--- config.mk ---
export PLATFORM = sky130hd
export DESIGN_NAME = gates_pipe
export DESIGN_NICKNAME = d
export VERILOG_FILES = /design/src/rtl/gates_pipe.sv
export SDC_FILE = /design/constraint.sdc
export NUM_CORES = 1
export LEC_CHECK = 0
export ABC_AREA = 1
export CORE_ASPECT_RATIO = 0.6
export CORE_MARGIN = 1
export CORE_UTILIZATION = 49
export CTS_BUF_LIST = sky130_fd_sc_hd__clkbuf_8
export DETAILED_ROUTE_END_ITERATION = 6
export GPL_TIMING_DRIVEN = 0
export PLACE_DENSITY_LB_ADDON = 0.15
export SLEW_MARGIN = 20
export SYNTH_ARGS = -nofsm -noshare
export SYNTH_HDL_FRONTEND = slang
export SYNTH_SLANG_ARGS = --single-unit
--- constraint.sdc ---
create_clock -name clk -period 1.4 [get_ports clk]
set_input_delay 0.35 -clock clk [delete_from_list [all_inputs] [get_ports clk]]
set_output_delay 0.35 -clock clk [all_outputs]
set_load 0.005 [all_outputs]
--- src/rtl/gates_pipe.sv ---
`default_nettype none
// ============================================================================
// Module      : gates_pipe
// Description : Two-stage pipelined bitwise logic unit. Applies one of seven
//               bitwise operations (AND, OR, NOT, NAND, NOR, XOR, XNOR) to two
//               WIDTH-bit operands selected by a per-transaction opcode.
//               Opcode 7 is illegal: it yields y=0, zero=1, err=1.
//               Valid/ready handshake on both sides, one result per cycle.
//
// Ports       : clk        - clock, rising-edge active
//               rst_n      - asynchronous active-low reset
//               in_valid   - operand/opcode presented
//               in_ready   - input accepted this cycle (combinational)
//               a, b       - operands (b ignored for NOT)
//               op         - opcode 0..7
//               out_valid  - result valid
//               out_ready  - consumer accepts result
//               y          - result
//               y_op       - opcode that produced y
//               zero       - y == 0
//               err        - opcode was 7
//               red_and/red_or/red_xor - reductions of y (only when
//                            GATES_PIPE_REDUCE_EN is defined)
//
// Options     : `define GATES_PIPE_REDUCE_EN to add the reduction outputs.
//
// Revision    : 1.0 - initial release
// ============================================================================
module gates_pipe #(
    parameter int WIDTH = 8
) (
    input  logic             clk,
    input  logic             rst_n,
    input  logic             in_valid,
    output logic             in_ready,
    input  logic [WIDTH-1:0] a,
    input  logic [WIDTH-1:0] b,
    input  logic [2:0]       op,
    output logic             out_valid,
    input  logic             out_ready,
`ifdef GATES_PIPE_REDUCE_EN
    output logic             red_and,
    output logic             red_or,
    output logic             red_xor,
`endif
    output logic [WIDTH-1:0] y,
    output logic [2:0]       y_op,
    output logic             zero,
    output logic             err
);

    localparam logic [2:0] c_OP_AND  = 3'd0;
    localparam logic [2:0] c_OP_OR   = 3'd1;
    localparam logic [2:0] c_OP_NOT  = 3'd2;
    localparam logic [2:0] c_OP_NAND = 3'd3;
    localparam logic [2:0] c_OP_NOR  = 3'd4;
    localparam logic [2:0] c_OP_XOR  = 3'd5;
    localparam logic [2:0] c_OP_XNOR = 3'd6;
    localparam logic [2:0] c_OP_ILL  = 3'd7;

    // Stage-1 (operand) registers
    logic             r_s1_valid;
    logic [WIDTH-1:0] r_s1_a;
    logic [WIDTH-1:0] r_s1_b;
    logic [2:0]       r_s1_op;

    // Stage-2 (result) registers
    logic             r_out_valid;
    logic [WIDTH-1:0] r_y;
    logic [2:0]       r_y_op;
    logic             r_zero;
    logic             r_err;

    logic             w_s1_adv;
    logic             w_s2_adv;
    logic [WIDTH-1:0] w_y;
    logic             w_zero;
    logic             w_err;

    // A stage may advance when it is empty or its downstream is advancing,
    // so bubbles collapse even while the consumer stalls.
    assign w_s2_adv = !r_out_valid || out_ready;
    assign w_s1_adv = !r_s1_valid || w_s2_adv;
    assign in_ready = w_s1_adv;

    always_comb begin
        w_y = '0;
        case (r_s1_op)
            c_OP_AND:  w_y = r_s1_a & r_s1_b;
            c_OP_OR:   w_y = r_s1_a | r_s1_b;
            c_OP_NOT:  w_y = ~r_s1_a;
            c_OP_NAND: w_y = ~(r_s1_a & r_s1_b);
            c_OP_NOR:  w_y = ~(r_s1_a | r_s1_b);
            c_OP_XOR:  w_y = r_s1_a ^ r_s1_b;
            c_OP_XNOR: w_y = ~(r_s1_a ^ r_s1_b);
            default:   w_y = '0;
        endcase
    end

    assign w_zero = (w_y == '0);
    assign w_err  = (r_s1_op == c_OP_ILL);

    always_ff @(posedge clk or negedge rst_n) begin
        if (!rst_n) begin
            r_s1_valid  <= 1'b0;
            r_s1_a      <= '0;
            r_s1_b      <= '0;
            r_s1_op     <= '0;
            r_out_valid <= 1'b0;
            r_y         <= '0;
            r_y_op      <= '0;
            r_zero      <= 1'b0;
            r_err       <= 1'b0;
        end else begin
            if (w_s1_adv) begin
                r_s1_valid <= in_valid;
                if (in_valid) begin
                    r_s1_a  <= a;
                    r_s1_b  <= b;
                    r_s1_op <= op;
                end
            end
            // Result payload only loads with a real transaction; a bubble
            // clears out_valid but leaves the last result visible.
            if (w_s2_adv) begin
                r_out_valid <= r_s1_valid;
                if (r_s1_valid) begin
                    r_y    <= w_y;
                    r_y_op <= r_s1_op;
                    r_zero <= w_zero;
                    r_err  <= w_err;
                end
            end
        end
    end

`ifdef GATES_PIPE_REDUCE_EN
    logic r_red_and;
    logic r_red_or;
    logic r_red_xor;

    // Illegal opcode gives w_y == 0, so all three reductions come out 0.
    always_ff @(posedge clk or negedge rst_n) begin
        if (!rst_n) begin
            r_red_and <= 1'b0;
            r_red_or  <= 1'b0;
            r_red_xor <= 1'b0;
        end else if (w_s2_adv && r_s1_valid) begin
            r_red_and <= &w_y;
            r_red_or  <= |w_y;
            r_red_xor <= ^w_y;
        end
    end

    assign red_and = r_red_and;
    assign red_or  = r_red_or;
    assign red_xor = r_red_xor;
`endif

    assign out_valid = r_out_valid;
    assign y         = r_y;
    assign y_op      = r_y_op;
    assign zero      = r_zero;
    assign err       = r_err;

endmodule
`default_nettype wire

* Yosys cells after proc, flatten, opt, wreduce, memory -nomap -nowiden
Cells that the tools add are included.
** Storage, ports and cells
- Flip-flop bits (word level) :: 34
- Latch bits :: 0
- Bits in writable memories :: 0
- ROM bits :: 0
- Bits of input ports :: 23
- Output and inout bits :: 15
- Word-level logic and storage cells :: 32
- Memories :: 0
** Cells by class
- Add/subtract/negate cells :: 0
- Multiply operators :: 0
- Div/mod/pow operators :: 0
- $lt $le $gt $ge :: 0
- Equal/unequal tests :: 7
- Shift-type cells :: 0
- Multiplexer cells :: 1
- Bitwise gates (word level) :: 7
- Reductions and logical operators :: 8
** Operators with widths (number)
- one-hot mux 8 bit (7 select lines) :: 1
- NOT 8 bit :: 4
- == test 3 bit, second input constant :: 4
- bitwise AND 8 bit :: 1
- logical NOT 8 bit :: 1
- OR 8 bit :: 1
- XOR 8 bit :: 1
- == test 3 x 2 -> 1 bit, second input constant :: 2
- AND reduction 2 bit :: 2
- == test 3 x 1 -> 1 bit, second input constant :: 1
- logical NOT 3 bit :: 1
- logical NOT 1 bit :: 2
- logical OR 1 bit :: 2

* Longest topological paths before layout
Gate-level depths: netlist of the first run.
- Word-level depth :: 4
- Depth in mapped cells :: 12
- Mapped depth without buffers :: 11

* Least setup slack after synthesis of the first run
No wires, ideal clock.
- Kind :: reg2reg
- From :: register r_s1_op[2]
- To :: register r_zero (netlist: zero)
- Setup time :: 116 ps
- Data arrival time :: 1253 ps
- Data required time :: 1284 ps
- Setup slack :: 30 ps
- Cell stages (with the launch flop) :: 11
- Path buffers :: 1
- Clock period less this slack :: 1370 ps
- Cell sequence :: dfrtp_1 -> inv_1 -> buf_2 -> nand3_1 -> or2_2 -> nand3_1 -> nor2_1 -> nand2_1 -> nor2_1 -> nand2_1 -> nand2_1
** On the way
- Cells in the longest elaborated chain, start to end :: 3
- Elaborated cells between the ends (all ways) :: 9
- Classes of those cells :: 6 x eq/ne; 1 x mux; 2 x reduce/logical
** Ends and longest elaborated chain
- from (decl) :: line 65 : logic [2:0] r_s1_op;
- from (signal assigned) :: line 120 : r_s1_op <= op;
- == test 3 bit (tied with other cells) :: line 88 : case (r_s1_op)
- one-hot mux 8 bit (7 select lines) * :: line 88
- logical NOT 8 bit * :: line 100 : assign w_zero = (w_y == '0);
- to (signal assigned) :: line 130 : r_zero <= w_zero;
- to (decl) :: line 71 : logic r_zero;
Mark *: on every way between the ends. The rest lies on a longest branch, timed or not.
A chain may end at the register's enable or synchronous reset.

* Worst setup path in the final report of the first run
- From :: register r_s1_op[0]
- To :: register r_zero (netlist: zero)
Same word-level chain as after synthesis.

==> metrics.txt, run 1 <==
die area 4470 um^2; GRT Resource Usage Total 29.2%; largest net degree at the start of global routing 22; Synth cell types 20; wire per inst 15.3 um; final setup margin -0.134 ns; Initial Util 53.4%; Max-Slew Margin vs Limit 74.7%; Setup WS pre-CTS -0.691 ns; # clock sinks 34; FP Rows 17; Detailed Place HPWL 3710 um; FF+latch count, synth 34; asr flop ratio synth 100%; Main synth FF type dfrtp_1; layout cells sized above 1 28.9%; vias in the first global route 2087; crit path max fanout 7; outcome complete, but fails checks; GPL Wtd Cong 0.978; drt pass-1 iters 5; worst path required time 1.59 ns; GRT overflow 0; routed via count 2243; Crit Path Category flop to flop; area leader, netlist dfrtp_1; failing checks negative setup slack; maxcap violations 0; Max rail drop VDD 713 uV; RSZ-0062 raised after global routing true; PwrDens 1380 nW/um^2; Final Slew Violations 0; Setup Skew 0.00601 ns; core area 3850 um^2; post-route insts no fill 420; fmax 652 MHz; # IOs 38; number of diodes 0; Final setup violation count 6; Buf/Inv on CP 1; CP peak stage delay 0.51 ns; Cells after Synth 286; TritonCTS Buffers 5; Final nets 401; Synth area leaders dfrtp_1 41%, nand2_1 13%, ha_1 9.7%; Placed Cells 381; mean cell area of the mapped netlist 7.19 um^2; Final min period 1.53 ns; drt total wl 6410 um; initial antenna violation count 0; Worst-Margin Slew 0.380 ns; most numerous cell on the critical path nand2_1; number of port buffers 37; Worst setup SP type flop; critical-path cell list nor2_4, buf_6, nand3_1, nand3_1, nor2_2, nand2_1, nor2_1, nand2_1, nand2_1; initial DRC count 141; latest clock arrival within the worst-skew pair 0.29 ns; DRC 0; Vias/cell 5.34; slowest cell on the critical path dfrtp_2; crit end category flop; Top delay family on crit path simple AND/OR/NAND/NOR gates; Final Hold Viols 0; DIE WIDTH 85.6 um; EDFF count, synth 0; syn_nets 325; Seq/Total Area, Yosys 41.4%; Max clock buf depth 2; first-pass GRT wire length 9640 um; Chip Height 52.2 um; HP Class input port to flop; TritonCTS clock tree built; Layout area overhead 54.2%; Clock transition at path regs 0.07 ns; Mapped Area 2060 um^2; crit share post-route 110%; fillcell total 247; Antenna Nets Post-Route 0; Root Driver clkbuf_8; H-Tree Level Count 2; Ys Warns 0; area share of the largest cell type after synthesis 41.4%; Fin Hold WS 0.351 ns; Worst EP arrival 1.73 ns; static leakage 1.63 nW
-- final cells by class --
| cell class | count | area (um^2) | share of cell area [%] |
|---|---|---|---|
| Clock buffer | 6 | 82.6 | 2.60 |
| Tap cell | 57 | 71.3 | 2.25 |
| Inverter | 43 | 169 | 5.33 |
| Sequential cell | 34 | 853 | 26.9 |
| Buffer | 11 | 81.3 | 2.56 |
| Multi-Input combinational cell | 198 | 1220 | 38.4 |
| Timing Repair Buffer | 69 | 636 | 20.0 |
| Clock inverter | 2 | 60.1 | 1.89 |
-- state kept, by name (all words and copies together), names as in the netlist --
| signal | count |
|---|---|
| err | 1 |
| out_valid | 1 |
| r_s1_a | 8 |
| r_s1_b | 8 |
| r_s1_op | 3 |
| r_s1_valid | 1 |
| y | 8 |
| y_op | 3 |
| zero | 1 |
-- synthesized netlist by cell type (2+ instances only) --
cell      instances
a21oi_1          20
buf_2             6
clkbuf_1          4
dfrtp_1          34
ha_1             16
inv_1            40
inv_2             3
nand2_1          69
nand3_1          33
nand3b_1          4
nor2_1           40
o21ai_0           8
o21ai_1           2
-- cells by family (layout without fill, tap and decap cells) --
family,count (synthesis),after routing,share of synthesized area (%)
simple gates,151,151,31.0
buf+inv,54,131,10.2
flops,34,34,41.4
compound gates,31,31,7.66
fa+ha+maj,16,16,9.73
-- final timing paths --
kind | slack [ns] | to | cells past startpoint | start
min in group asynchronous | 0.51 | r_s1_valid | 2 | rst_n
max | -0.13 | zero | 9 | r_s1_op[0]
min reg2reg | 0.49 | y[1] | 2 | y[1]
max reg2reg | -0.13 | zero | 9 | r_s1_op[0]
max in group asynchronous | 0.45 | r_s1_op[2] | 3 | rst_n
min | 0.35 | out_valid | 4 | out_ready
-- worst min-delay path: stages --
cell and delay, ns:
dlymetal6s2s_1 0.10, inv_2 0.07, nand2_1 0.06, nand2_1 0.04
-- per-layer routing --
layer	track usage (%)	vias to the layer above	routed length, um
met5	0	-	0
met4	9.72	0	181
met3	6.61	27	475
met2	50.5	127	3020
met1	36.8	1038	2740
li1	-	1051	-
-- report_power, final --
part / total (mW) / switching, mW / internal [mW]
clock network: 1.14 / 0.377 / 0.760
logic: 1.88 / 0.996 / 0.879
registers: 1.35 / 0.144 / 1.21
total: 4.36 / 1.52 / 2.85
-- stage by stage --
step	utilization, %	power, mW	instance area, um^2	setup TNS (ns)
2_1_floorplan	-	2.10	2060	0
3_3_place_gp	64.9	2.66	2500	-40.77
3_5_place_dp	65.5	2.70	2520	-17.02
4_1_cts	79.1	4.16	3050	-0.0721
5_1_grt	82.4	4.60	3170	-0.850
6_report	82.4	4.36	3170	-0.353
-- cell usage in the layout (no fill, tap or decap), types with 12 or more instances in the layout --
cell type | synthesis | layout
a21oi_1 | 20 | 19
buf_4 | 0 | 28
clkdlybuf4s50_1 | 0 | 20
dfrtp_1 | 34 | 32
dlygate4sd2_1 | 0 | 14
ha_1 | 16 | 12
inv_1 | 40 | 30
nand2_1 | 69 | 67
nand3_1 | 33 | 16
nand3_2 | 1 | 15
nor2_1 | 40 | 30
-- timing repair --
action,in CTS,in global routing
gates cloned,1,0
resized for setup,75,27
hold buffers,1,0
endpoints found under the setup margin,47,23
pin swaps,13,11
endpoints found under the hold margin,13,0
buffers inserted,27,2
No activity file was read; power rests on OpenSTA's default activity.
==> run 2: changes to the inputs <==
--- a/config.mk
+++ b/config.mk
@@ -10,6 +10,7 @@
 export CORE_MARGIN = 1
 export CORE_UTILIZATION = 49
 export CTS_BUF_LIST = sky130_fd_sc_hd__clkbuf_8
+export CTS_CLUSTER_DIAMETER = 120
 export DETAILED_ROUTE_END_ITERATION = 6
 export GPL_TIMING_DRIVEN = 0
 export PLACE_DENSITY_LB_ADDON = 0.15
==> results of run 2 <==
Final layout, timing and power as in run 1 (identical DEF).
==> run 3: changes to the inputs <==
--- a/config.mk
+++ b/config.mk
@@ -6,9 +6,11 @@
 export NUM_CORES = 1
 export LEC_CHECK = 0
 export ABC_AREA = 1
+export CELL_PAD_IN_SITES_DETAIL_PLACEMENT = 1
+export CELL_PAD_IN_SITES_GLOBAL_PLACEMENT = 1
 export CORE_ASPECT_RATIO = 0.6
-export CORE_MARGIN = 1
-export CORE_UTILIZATION = 49
+export CORE_MARGIN = 5
+export CORE_UTILIZATION = 35
 export CTS_BUF_LIST = sky130_fd_sc_hd__clkbuf_8
 export CTS_CLUSTER_DIAMETER = 120
 export DETAILED_ROUTE_END_ITERATION = 6
==> metrics.txt, run 3 (synthesis results as in run 1) <==
outcome complete, but fails checks; failing checks negative setup slack; number of diodes 0; final setup margin -0.113 ns; PwrDens 1280 nW/um^2; most common cell after layout, fill and taps aside nand2_1; slowest cell on the critical path dfrtp_2; Top delay family on crit path simple AND/OR/NAND/NOR gates; drt pass-1 iters 4; Final nets 390; initial antenna violation count 0; Chip Height 69.4 um; Initial Util 36.4%; crit path max fanout 7; Worst-Margin Slew 0.464 ns; worst path required time 1.58 ns; fmax 661 MHz; TritonCTS Buffers 5; # IOs 38; critical-path cell list nor2_4, buf_6, nand3_1, nand3_2, nor2_4, nand2_1, nor2_2, nand2_1, nand2_1; most frequent cells in the layout 67 x nand2_1, 32 x inv_1, 32 x dfrtp_1, 29 x nor2_1, 24 x nand3_1; Final min period 1.51 ns; FP Rows 21; Design Power 3.88 mW; core area 5650 um^2; wire per inst 15.3 um; static leakage 1.54 nW; DRC 0; layout cells sized above 1 25.1%; die area 7560 um^2; Worst setup SP type flop; Layout area overhead 47.4%; first-pass GRT wire length 10200 um; Worst EP arrival 1.70 ns; drt total wl 6580 um; crit end category flop; placed instance area 2550 um^2; TritonCTS clock tree built; Final Slew Violations 0; GRT overflow 0; CP peak stage delay 0.51 ns; Setup Total Neg Slack -0.287 ns; Setup Skew 0.00667 ns; Vias/cell 4.84; Final setup violation count 5; # clock sinks 34; RSZ-0062 raised after global routing true; H-Tree Level Count 2; initial DRC count 104; fillcell total 725; Detailed Place HPWL 4710 um; final instance area 3030 um^2; crit share post-route 108%; routed via count 2084; HP Class input port to async pin; Antenna Nets Post-Route 0; Max rail drop VDD 411 uV; Root Driver clkbuf_8; Hold-fix buffers, CTS 0; latest clock arrival within the worst-skew pair 0.29 ns; largest net degree at the start of global routing 19; GRT Resource Usage Total 17.5%; Max-Slew Margin vs Limit 69.1%; DIE WIDTH 109 um; number of port buffers 37; Final Hold Viols 0; maxcap violations 0; GPL Wtd Cong 0.855; vias in the first global route 2049; Crit Path Category flop to flop; Clock transition at path regs 0.07 ns; Buf/Inv on CP 1; most numerous cell on the critical path nand2_1; Max clock buf depth 2
==> run 3: cell count changes in the layout (fill, tap and decap cells not counted), moves of 2 or more <==
cell | before | now
bufinv_16 | 2 | 0
buf_4 | 28 | 20
nand3_1 | 16 | 24
ha_1 | 12 | 10
nand3_2 | 15 | 8
inv_2 | 11 | 8
inv_1 | 30 | 32
clkinv_2 | 0 | 2
==> run 3: metal layers <==
layer / routed length, um / up-vias / GRT usage (%) / share of wire [%]
li1: - / 1028 / - / -
met2: 2980 / 59 / 26.2 / 45
met5: 0 / - / 0 / 0
met1: 3080 / 984 / 23.9 / 47
met4: 90 / 0 / 6.58 / 1.4
met3: 426 / 13 / 4.65 / 6.5
==> run 3: final cells by class <==
type,count,area (um^2),area share [%]
Multi-Input combinational cell,198,1210,39.8
Clock inverter,2,10.0,0.330
Clock buffer,5,68.8,2.27
Inverter,43,171,5.65
Tap cell,80,100,3.30
Buffer,10,83.8,2.76
Timing Repair Buffer,59,538,17.7
Sequential cell,34,853,28.1
==> run 3: report_power, final <==
group,switching (mW),internal [mW]
Clock,0.372,0.334
Sequential,0.147,1.21
Combinational,0.966,0.851
==> run 3: per-stage QoR <==
step	util [%]	setup slack, ns	cells	hold WS [ns]
floorplan	-	0.0303	286	0.0544
global placement	44.7	-0.798	403	0.458
detailed placement	45.1	-0.721	404	0.329
CTS	47.9	-0.201	417	0.00843
global route	53.7	-0.228	431	0.0190
finish	53.7	-0.113	431	0.000346
==> run 3: path summary, 6_finish.rpt <==
path | start | endpoint | slack (ns) | depth (start not counted)
setup reg to reg | r_s1_op[0] | zero | -0.11 | 9
min in group clk | out_ready | out_valid | 0.36 | 4
max in group asynchronous | rst_n | r_s1_b[0] | 0.95 | 2
hold reg to reg | y_op[0] | y_op[0] | 0.48 | 2
hold / removal | rst_n | y[4] | 0.0003 | 1
setup / recovery | r_s1_op[0] | zero | -0.11 | 9
==> run 3: timing repair <==
action	4_1_cts	5_1_grt
gates resized for setup	32	70
cloned	0	1
buffers inserted	6	14
setup endpoints to repair	48	35
hold endpoints to repair	0	0
pin swaps	0	10
